`config.mk`:
```
export PLATFORM = sky130hd
export DESIGN_NAME = fwd_sel_ctrl
export DESIGN_NICKNAME = d
export VERILOG_FILES = /design/src/rtl/fwd_sel_ctrl.sv
export SDC_FILE = /design/constraint.sdc
export NUM_CORES = 1
export LEC_CHECK = 0
export CAP_MARGIN = 20
export CORE_ASPECT_RATIO = 0.9
export CORE_MARGIN = 2
export CORE_UTILIZATION = 39
export CTS_BUF_LIST = sky130_fd_sc_hd__clkbuf_4
export DETAILED_ROUTE_END_ITERATION = 7
export PLACE_DENSITY_LB_ADDON = 0.1
export SLEW_MARGIN = 20
export SYNTH_ARGS = -nofsm -noshare
export SYNTH_HDL_FRONTEND = slang
export SYNTH_SLANG_ARGS = --single-unit
```
`constraint.sdc`:
```
create_clock -name clk -period 2.1 [get_ports clk]
set_input_delay 0.42 -clock clk [delete_from_list [all_inputs] [get_ports clk]]
set_output_delay 0.42 -clock clk [all_outputs]
set_load 0.03 [all_outputs]
```
`src/rtl/fwd_sel_ctrl.sv`:
```
// Forwarding-select controller: tracks in-flight destination registers and drives
// registered EX operand-mux selects plus the load-use stall. Option: FWD_WB_BYPASS_EN.
module fwd_sel_ctrl #(
  parameter int REG_AW = 5
) (
  input  logic              clk,
  input  logic              reset_n,
  input  logic [REG_AW-1:0] id_rs1,
  input  logic [REG_AW-1:0] id_rs2,
  input  logic              id_rs1_used,
  input  logic              id_rs2_used,
  input  logic [REG_AW-1:0] id_rd,
  input  logic              id_reg_write,
  input  logic              id_mem_read,
  input  logic              stall,
  input  logic              flush,
  output logic [1:0]        sel_a,
  output logic [1:0]        sel_b,
  output logic              load_stall
);

  localparam logic [1:0] SEL_RF  = 2'b00;
  localparam logic [1:0] SEL_EXM = 2'b01;
  localparam logic [1:0] SEL_MWB = 2'b10;
`ifdef FWD_WB_BYPASS_EN
  localparam logic [1:0] SEL_WBD = 2'b11;
`endif

  typedef struct packed {
    logic [REG_AW-1:0] rd;
    logic              wr;
    logic              ld;
  } ex_slot_t;

  // Older slots only need the write tag; the load flag matters only in EX.
  typedef struct packed {
    logic [REG_AW-1:0] rd;
    logic              wr;
  } wr_slot_t;

  ex_slot_t   ex_q, ex_d;
  wr_slot_t   mem_q, mem_d;
`ifdef FWD_WB_BYPASS_EN
  // A producer in WB now sits in the WBD bypass register when the consumer reaches EX.
  wr_slot_t   wb_q, wb_d;
`endif
  logic [1:0] sel_a_q, sel_a_d, sel_b_q, sel_b_d;

  function automatic logic hit(input logic [REG_AW-1:0] src, input logic used,
                               input logic [REG_AW-1:0] rd, input logic wr);
    return used && (src != '0) && wr && (rd == src);
  endfunction

  function automatic logic [1:0] next_sel(input logic [REG_AW-1:0] src, input logic used);
    logic [1:0] s;
    s = SEL_RF;
    if (hit(src, used, ex_q.rd, ex_q.wr))        s = SEL_EXM;
    else if (hit(src, used, mem_q.rd, mem_q.wr)) s = SEL_MWB;
`ifdef FWD_WB_BYPASS_EN
    else if (hit(src, used, wb_q.rd, wb_q.wr))   s = SEL_WBD;
`endif
    return s;
  endfunction

  assign load_stall = ex_q.ld && (hit(id_rs1, id_rs1_used, ex_q.rd, ex_q.wr) ||
                                  hit(id_rs2, id_rs2_used, ex_q.rd, ex_q.wr));

  always_comb begin
    ex_d    = ex_q;
    mem_d   = mem_q;
`ifdef FWD_WB_BYPASS_EN
    wb_d    = wb_q;
`endif
    sel_a_d = sel_a_q;
    sel_b_d = sel_b_q;
    if (!stall) begin
      mem_d = '{rd: ex_q.rd, wr: ex_q.wr};
`ifdef FWD_WB_BYPASS_EN
      wb_d  = mem_q;
`endif
      if (flush || load_stall) begin
        ex_d    = '0;
        sel_a_d = SEL_RF;
        sel_b_d = SEL_RF;
      end else begin
        ex_d    = '{rd: id_rd, wr: id_reg_write, ld: id_mem_read};
        sel_a_d = next_sel(id_rs1, id_rs1_used);
        sel_b_d = next_sel(id_rs2, id_rs2_used);
      end
    end
  end

  always_ff @(posedge clk) begin
    if (!reset_n) begin
      ex_q    <= '0;
      mem_q   <= '0;
`ifdef FWD_WB_BYPASS_EN
      wb_q    <= '0;
`endif
      sel_a_q <= SEL_RF;
      sel_b_q <= SEL_RF;
    end else begin
      ex_q    <= ex_d;
      mem_q   <= mem_d;
`ifdef FWD_WB_BYPASS_EN
      wb_q    <= wb_d;
`endif
      sel_a_q <= sel_a_d;
      sel_b_q <= sel_b_d;
    end
  end

  assign sel_a = sel_a_q;
  assign sel_b = sel_b_q;

endmodule
```
==> metrics.txt <==
fraction of layout cells with a size suffix above 1=24.4%; # diodes=0; Buf/Inv on CP=2; endpoint class of the critical path=output pin; row count=16; syn_area_per_cell=8.70 um^2; kind of start point of the critical path=primary input; flop-to-flop setup slack=0.59 ns; CTS buffer count=3; Hold Vio Cnt, Final=0; CTS tree=built; CP arrival=1.67 ns; Die Height=50.6 um; synth unique cells=25; Die ar.=0.00282 mm^2; top cell type's share of synthesized area=36.2%; Final Instance Area=0.00145 mm^2; Slew Viols, Final=0; Tcrit/Tclk final=99.6%; Leak=0.585 nW; IO Port Bufs=27; final-stage net count=184; vias in the first global route=882; slew of the pin with the lowest slew margin=0.341 ns; final setup fails=0; Reg clk slew, reported paths=0.09 ns; global-route wire length before repair=3.95 mm; area post-placement=0.00139 mm^2; I/O pin count=28; FF+latch count, synth=17; Final Util=65.3%; most common cell after layout, fill and taps aside=buf_4; Max Fclk=478 MHz; Synth Cell Area=940 um^2; # H-tree levels=1; via count=910; Setup CP Type=in -> out; tightest slew margin relative to the limit=77.2%; Tmin final=2.09 ns; drt initial violations=16; Max-Cap Viols=0; Hold Crit Class=reg -> reg; Root Buffer=clkbuf_4; RSZ-0062 raised after global routing=yes; 1st-pass router iterations=4; gpl congestion=0.790; setup TNS=0 ns; fill count=207; Syn Inst Count=108; routed vias/inst=4.87; total power=0.000667 W; crit-path max FO=2; Slowest Stage Delay on Critical Path=0.55 ns; peak supply drop=0.350 mV; final hold slack=0.469 ns; total grt overflow=0; Initial Util=42.3%; area delta synth->final=54.5%; largest net degree at the start of global routing=11; wire length per cell=12.9 um; crit path cell chain=buf_6 > or4_4 > o211ai_4 > nor3_4 > o21a_4 > buf_6; final WL=2.40 mm; cell family with most CP delay=simple AND/OR/NAND/NOR gates; Die X=55.7 um; Synthesized Nets=131; post-detail-place hpwl=1.90 mm; clk buf depth=2; clk_skew=0.000982 ns; ANT nets after route=0; data required time of the critical path=1.68 ns; initial antenna violation count=0; clk_lat worst skew=0.28 ns; GRT Total Usage=18.0%; top cell type by total area after synthesis=dfxtp_1; Residual DRC=0; commonest cells after routing, fill and taps aside=buf_4 (23), nand2_1 (22), dfxtp_1 (17), clkdlybuf4s50_1 (16), xnor2_1 (14); Clock Sinks=17; CP most frequent cell=buf_6; outcome=finished clean; Synth area leaders=dfxtp_1 (36%), xnor2_1 (13%), nand2_1 (8.8%); synth warn=0; power density over cell area=460 mW/mm^2; sequential-to-total area share from yosys stat=36.2%; total core area=0.00222 mm^2; slowest CP cell=or4_4
[cells in the mapped netlist]
cell type  count
nand4_1        2
and2_1         1
dfxtp_1       17
and4_1         2
nor2b_1        8
xnor2_1       14
nor3_1         2
o31ai_1        1
a22oi_1        2
a21oi_1        1
clkbuf_1       2
o21ai_0        2
nand3_1        2
nor4_1         3
nand2_1       22
o21ai_1        6
o21ai_2        1
o211ai_2       1
nor3b_2        1
xor2_1         6
or4_4          1
mux2i_1        6
nor2_1         3
nor3_2         1
o21a_4         1
[worst min-delay path: cells and delay by family (launching register included)]
kind | cells | cell delay, ns
flip-flops | 1 | 0.34
AND/OR/NAND/NOR | 1 | 0.05
AO/OA/AOI/OAI | 1 | 0.05
[metrics by stage]
stage / instances / setup WS [ns]
after floorplan: 108 / 0.212
after global placement: 180 / -0.793
after detailed placement: 180 / -0.801
after CTS: 186 / 0.00933
after global routing: 187 / -0.0191
final: 187 / 0.00783
[what timing repair did]
item                       4_1_cts  5_1_grt
setup endpoints to repair        1        1
setup buffers                    2        1
hold buffers                     0        0
gates resized for setup         29        5
pin swaps                        4        2
[layer usage]
metal,up-vias,wire [um],track usage (%)
met5,-,0,0
met1,408,1170,24.5
met3,4,111,3.09
li1,473,-,-
met4,0,48,6.10
met2,25,1070,28.8
[flip-flops by register name, indices dropped and copies added, names as in the netlist]
| register | cells |
|---|---|
| ex_q | 7 |
| mem_q | 6 |
| sel_a | 2 |
| sel_b | 2 |
[where the power goes]
part,internal (W),total (W),switching (W)
clock network,0.0000866,0.000182,0.0000954
registers,0.000330,0.000339,0.00000950
logic,0.0000878,0.000146,0.0000578
total,0.000504,0.000667,0.000163
[cell type report]
type / count / area (um^2) / area share, %
Sequential cell: 17 / 340 / 23.4
Multi-Input combinational cell: 89 / 612 / 42.2
Clock buffer: 4 / 30.0 / 2.07
Tap cell: 27 / 33.8 / 2.33
Timing Repair Buffer: 50 / 435 / 30.0
[final timing paths]
kind	endpoint	from	depth (start not counted)
max	load_stall	id_rs2[1]	6
min	sel_b[1]	sel_b[1]	2
max reg2reg	ex_q[1]	ex_q[2]	6
min reg2reg	sel_b[1]	sel_b[1]	2
[cell families after synthesis]
| logic type | after synthesis | synth area share, % |
|---|---|---|
| flops | 17 | 36.2 |
| compound gates | 15 | 11.1 |
| xor+xnor | 20 | 18.6 |
| mux | 6 | 6.39 |
| simple gates | 48 | 26.9 |
| buf+inv | 2 | 0.799 |
Note: power is estimated with default switching activity, not from simulation.
